===== config.mk =====
export PLATFORM = sky130hd
export DESIGN_NAME = power_seq_ctrl
export DESIGN_NICKNAME = d
export VERILOG_FILES = /design/src/rtl/power_seq_ctrl.sv
export SDC_FILE = /design/constraint.sdc
export NUM_CORES = 1
export LEC_CHECK = 0
export ABC_CLOCK_PERIOD_IN_PS = 3700
export BUFFER_PORTS_ARGS = -buffer_cell sky130_fd_sc_hd__buf_2
export CORE_MARGIN = 2
export CORE_UTILIZATION = 55
export CTS_CLUSTER_DIAMETER = 150
export CTS_CLUSTER_SIZE = 20
export DETAILED_ROUTE_END_ITERATION = 16
export PLACE_DENSITY = 0.77
export SLEW_MARGIN = 25
export SYNTH_ARGS = -nofsm -noshare
export SYNTH_HDL_FRONTEND = slang
export SYNTH_SLANG_ARGS = --single-unit

===== constraint.sdc =====
create_clock -name CLK -period 3.7 [get_ports CLK]
set_input_delay 0.925 -clock CLK [delete_from_list [all_inputs] [get_ports CLK]]
set_output_delay 0.925 -clock CLK [all_outputs]
set_load 0.02 [all_outputs]

===== src/rtl/power_seq_ctrl.sv =====
// Power-domain sequencer: orders isolation, retention and the power switch
// on the way down and back up, with an ack timeout and a sticky error flag.
module power_seq_ctrl #(
    parameter int DLY_W   = 8,
    parameter int ISO_DLY = 4,
    parameter int RET_DLY = 4,
    parameter int TMO     = 16
) (
    input  logic       CLK,
    input  logic       RSTn,
    input  logic       p_flag,
    input  logic       pse_ack,
    input  logic       err_clr,
    output logic       iso_en,
    output logic       ret_en,
    output logic       pse,
    output logic       busy,
    output logic       dom_off,
    output logic       err,
    output logic [2:0] state
);

    typedef enum logic [2:0] {
        ST_ON        = 3'd0,
        ST_ISO_W     = 3'd1,
        ST_RET_W     = 3'd2,
        ST_PSW_OFF_W = 3'd3,
        ST_OFF       = 3'd4,
        ST_PSW_ON_W  = 3'd5,
        ST_RST_W     = 3'd6
    } state_t;

    localparam logic [DLY_W-1:0] ISO_LAST = DLY_W'(ISO_DLY - 1);
    localparam logic [DLY_W-1:0] RET_LAST = DLY_W'(RET_DLY - 1);
    localparam logic [DLY_W-1:0] TMO_LAST = DLY_W'(TMO - 1);

    state_t           cur;
    state_t           nxt;
    logic [DLY_W-1:0] cnt;
    logic [DLY_W-1:0] cnt_nxt;
    logic             tmo_hit;
    logic             iso_d;
    logic             ret_d;
    logic             pse_d;
    logic             busy_d;
    logic             off_d;

    assign state = cur;

    always_comb begin
        nxt     = cur;
        tmo_hit = 1'b0;
        unique case (cur)
            ST_ON: begin
                if (p_flag) nxt = ST_ISO_W;
            end
            ST_ISO_W: begin
                if (cnt == ISO_LAST) nxt = ST_RET_W;
            end
            ST_RET_W: begin
                if (cnt == RET_LAST) nxt = ST_PSW_OFF_W;
            end
            ST_PSW_OFF_W: begin
                if (!pse_ack) begin
                    nxt = ST_OFF;
                end else if (cnt == TMO_LAST) begin
                    nxt     = ST_OFF;
                    tmo_hit = 1'b1;
                end
            end
            ST_OFF: begin
                if (!p_flag) nxt = ST_PSW_ON_W;
            end
            ST_PSW_ON_W: begin
                if (pse_ack) begin
                    nxt = ST_RST_W;
                end else if (cnt == TMO_LAST) begin
                    nxt     = ST_RST_W;
                    tmo_hit = 1'b1;
                end
            end
            ST_RST_W: begin
                if (cnt == ISO_LAST) nxt = ST_ON;
            end
            default: nxt = ST_ON;
        endcase
    end

    // Counter restarts on every state entry and idles at zero in ON/OFF
    always_comb begin
        cnt_nxt = cnt;
        if (nxt != cur || nxt == ST_ON || nxt == ST_OFF) begin
            cnt_nxt = '0;
        end else if (cnt != '1) begin
            cnt_nxt = cnt + 1'b1;
        end
    end

    always_comb begin
        iso_d  = 1'b1;
        ret_d  = 1'b1;
        pse_d  = 1'b1;
        busy_d = 1'b1;
        off_d  = 1'b0;
        unique case (nxt)
            ST_ON: begin
                iso_d  = 1'b0;
                ret_d  = 1'b0;
                busy_d = 1'b0;
            end
            ST_ISO_W: begin
                ret_d = 1'b0;
            end
            ST_RET_W: begin
            end
            ST_PSW_OFF_W: begin
                pse_d = 1'b0;
            end
            ST_OFF: begin
                pse_d  = 1'b0;
                busy_d = 1'b0;
                off_d  = 1'b1;
            end
            ST_PSW_ON_W: begin
            end
            ST_RST_W: begin
                ret_d = 1'b0;
            end
            default: begin
                iso_d  = 1'b0;
                ret_d  = 1'b0;
                busy_d = 1'b0;
            end
        endcase
    end

    always_ff @(posedge CLK) begin
        if (!RSTn) begin
            cur     <= ST_ON;
            cnt     <= '0;
            iso_en  <= 1'b0;
            ret_en  <= 1'b0;
            pse     <= 1'b1;
            busy    <= 1'b0;
            dom_off <= 1'b0;
            err     <= 1'b0;
        end else begin
            cur     <= nxt;
            cnt     <= cnt_nxt;
            iso_en  <= iso_d;
            ret_en  <= ret_d;
            pse     <= pse_d;
            busy    <= busy_d;
            dom_off <= off_d;
            // A timeout on the same edge as a clear leaves err set
            if (tmo_hit) begin
                err <= 1'b1;
            end else if (err_clr) begin
                err <= 1'b0;
            end
        end
    end

endmodule


======== Word-level counts from Yosys, hierarchy flattened ========
Cells that the tools add are included.
cells by class
  add/subtract/negate cells ............... 1
  $mul .................................... 0
  divide/modulo/power cells ............... 0
  magnitude comparators ................... 0
  equality and inequality tests ........... 16
  shift-type cells ........................ 0
  muxes and demuxes ....................... 21
  bitwise gates (word level) .............. 1
  reductions and logical operators ........ 10
operator list
  kind                 count
  $mux 3               9
  $pmux 3 s7           1
  $eq 3x3->1 const B   6
  $eq 3x2->1 const B   4
  $mux 1               10
  $add 8x1->8 const B  1
  $eq 8x2->1 const B   1
  $eq 8x4->1 const B   1
  $ne 8x8->1 const B   1
  $eq 3x1->1 const B   2
  $logic_not 3->1      2
  $reduce_or 6->1      1
  $reduce_or 5->1      1
  $reduce_or 2->1      2
  $reduce_or 4->1      1
  $ne 3x3->1           1
  $logic_or 1x1->1     2
  $pmux 1 s2           1
  $reduce_bool 2->1    1
  $not 1->1            1
word-level totals
  register bits ........................... 17
  bits in latches ......................... 0
  RAM bits ................................ 0
  ROM bits ................................ 0
  input port bits ......................... 5
  logic and storage cells ................. 57
  memories kept ........................... 0

======== Depth between registers and ports, before layout ========
  word-level depth ........................ 8
  depth in mapped cells ................... 9

======== Worst setup path before layout ========
No wires, ideal clock.
  kind .................................... register to register
  from .................................... reg cnt[0]
  to ...................................... reg cnt[6]
  arrival ................................. 2.382 ns
  path slack .............................. 1.239 ns
  cell stages (with the launch flop) ...... 7
  path buffers ............................ 0
  clock period less this slack ............ 2.461 ns
  path through ............................ dfxtp_1 ha_1 or3b_2 or4b_4 and4_4 a2111o_1 a211oi_2
between the ends
  cells in the longest elaborated chain, start to end .. 8
  elaborated cells on any way between the ends .. 18
  classes of those cells .................. 1 x add/sub; 5 x eq/ne; 8 x mux; 4 x reduce/logical
ends and longest elaborated chain
  item                                           line    RTL
  start: declaration                             39      logic [DLY_W-1:0] cnt;
  start signal: assignment                       149     cnt <= cnt_nxt;
  $eq 8x4->1                                     66, 77
  $mux 3, on equally long branches               77, 66
  $mux 3, on equally long branches               75, 64
  $pmux 3 s7                                     53      unique case (cur)
  $ne 3x3->1 or $logic_not 3->1 (tied branches)  92      if (nxt != cur || nxt == ST_ON || nxt == ST_OFF) begin
  $logic_or 1x1->1 (2 in series)                 92
  $reduce_or 2->1 (no source line)               n/a
Several ways; a longest one is shown, not always the timed one.
A chain may end at the register's enable or synchronous reset.

======== Worst setup path in the final report ========
Ends and elaborated chain as after synthesis.

==> results.yml <==
global_routing:
  grt_pass1_vias: 740
  grt_usage_pct: 20.66
  grt_max_degree: 16
  gr-total-overflow: 0
  grt_pass1_wl_um: 3139
  antenna_found_initial: 0
place:
  place_ws_ps: 1071
  place_area_sq_um: 991.0
  numPortBuffers: 13
  place.gp.congestion: 0.8834
  dp_hpwl_um: 1336
timing:
  tightestPinTransition_ps: 436.2
  rsz0062_at_grt: "false"
  hold_viol: 0
  fin_ws_ps: 1052
  report.final.slew_viol_count: 0
  finalSetupViolCount: 0
  tns_ps: 0
  slew_headroom_pct: 70.88
  period_share_pct: 71.56
  max_freq_mhz: 377.7
  skew_ps: 4.561
  fin_crit_ps: 2648
worst_hold_path:
  min_path_type: "reg -> reg"
floorplanning:
  core_sq_um: 1541
  rows: 14
  start_util_pct: 60.06
  io_pins: 14
  die-area_sq_um: 2028
  die_h_um: 45.03
  die_x_um: 45.03
yosys:
  ys_types: 41
  synth-seq-cells: 17
  yosysSeqAreaShare_pct: 36.76
  netlist_instances: 111
  synth_top_family_by_area: "simple AND/OR/NAND/NOR gates"
  synthMuxAreaShare_pct: 2.162
  syn_area_sq_um: 925.9
  synthAdderAreaFrac_pct: 2.703
  synth-compound-area-share_pct: 18.51
  synth-xor-area-share_pct: 4.730
  async_flop_share_pct: 0
  postSynthAreaPerCell_sq_um: 8.341
  synth_ff_type: "dfxtp_1"
  synth_edf_count: 0
  ys.warnings.count: 0
  yosys.area_share.simple_pct: 31.35
  syn-num-nets: 118
detailed_routing:
  route.detailed.drc: 0
  first_iter_violations: 35
  drtPass1Iterations: 4
  drtAntennaViolNets: 0
  wirelength_um: 1774
  wl_per_cell_um: 12.76
  via_per_inst: 6.108
  via_count: 849
final_layout:
  postLayoutCellArea_sq_um: 1017
  area_delta_synth_final_pct: 9.865
  final_common_cell: "dfxtp_1"
  final_cell_mix: "17 x dfxtp_1, 15 x nor2_1, 13 x buf_2"
  antenna_cells: 0
  nets: 131
  drive_above_1_share_pct: 16.26
power:
  ir_worst_vdd_uv: 260.7
  power_leakage_nw: 0.4105
  power_density_nw_per_um2: 317.0
clock_tree:
  cts_tree: "yes"
  post_cts_buffers: 0
  cts_buffer_depth: 2
  clkSlewWorstSetupHoldPaths_ps: 90
  root_buffer: "clkbuf_4"
  numCtsBuffers: 3
  insertion_delay_ps: 280
  htreeDepth: 1
  cts_resized: 0
  ctsHoldBuffers: 0
  clock-sinks: 17
critical_path:
  worstPathRequired_ps: 3910
  path_cells: "ha_1, or3b_2, or4b_4, and4_4, a2111o_1, a211oi_2"
  path_class: "reg -> reg"
  worstSetupStartpointType: "flip-flop"
  critical-path-slowest-cell: "a2111o_1"
  slowest_delay_ps: 540
  cp_max_fo: 8
  critPathCaptureType: "flip-flop"
  critPathArrivalTime_ps: 2860
run:
  drv_cap: 0
outcome:
  status: "finished, final reports clean"
## per-layer routing
metal	part of all wire [%]	up-vias	global-route usage, %
li1	-	425	-
met1	49	395	31.75
met2	44	29	29.71
met3	6.7	0	3.600
met4	0	0	5.294
met5	0	-	0
## cell usage after synthesis (2+ instances only)
cell | number | share of area (%)
and2_1 | 3 | 2.0
and3_1 | 4 | 2.7
clkbuf_1 | 4 | 1.6
dfxtp_1 | 17 | 37
ha_1 | 2 | 2.7
inv_1 | 4 | 1.6
mux2i_1 | 2 | 2.2
nand2_1 | 7 | 2.8
nand2b_1 | 5 | 3.4
nand3_1 | 5 | 2.7
nor2_1 | 15 | 6.1
nor2b_1 | 2 | 1.4
nor3_1 | 2 | 1.1
o211ai_1 | 2 | 1.6
o21ai_0 | 7 | 3.8
or3_1 | 2 | 1.4
xnor2_1 | 2 | 1.9
xor2_1 | 3 | 2.8
## worst paths after layout
kind | from | cells past startpoint | slack, ps | to
setup / recovery | cnt[0] | 6 | 1050 | cnt[6]
hold / removal | err | 2 | 470 | err
setup reg to reg | cnt[0] | 6 | 1050 | cnt[6]
hold reg to reg | err | 2 | 470 | err
## sequential cells by signal (all words and copies together), names as in the netlist
signal	cells
ret_en	1
err	1
state	3
cnt	8
busy	1
dom_off	1
pse	1
iso_en	1
## critical path: cells and delay by family, from the launching register on
family	cells	cell delay [ps]
AOI/OAI and AO/OA	2	710
DFF	1	380
adders and majority gates	1	290
and+or+nand+nor	3	1190
## cell families after synthesis
kind of cell    count (synthesis)
compound gates                 23
xor+xnor                        5
fa+ha+maj                       2
buf+inv                         9
flops                          17
mux                             2
simple gates                   53
## report_power, final
part / switching (mW) / internal (mW)
registers: 0.00509 / 0.187
logic: 0.0180 / 0.0141
clock network: 0.0562 / 0.0419
total: 0.0793 / 0.243
## area by class of cell
type,instances,area [sq um]
Tap cell,16,20.02
Fill cell,129,524.3
Multi-Input combinational cell,85,550.5
Clock buffer,4,26.28
Timing Repair Buffer,13,65.06
Sequential cell,17,340.3
Inverter,4,15.01
## through the flow
step	power [mW]	instances	hold slack, ps	utilization, %
2_1_floorplan	0.2184	111	487.9	-
3_3_place_gp	0.2280	135	459.4	64.29
3_5_place_dp	0.2285	135	458.7	64.29
4_1_cts	0.3249	139	474.1	65.99
5_1_grt	0.3389	139	508.0	65.99
6_report	0.3225	139	469.7	65.99
No activity file was read; power rests on OpenSTA's default activity.
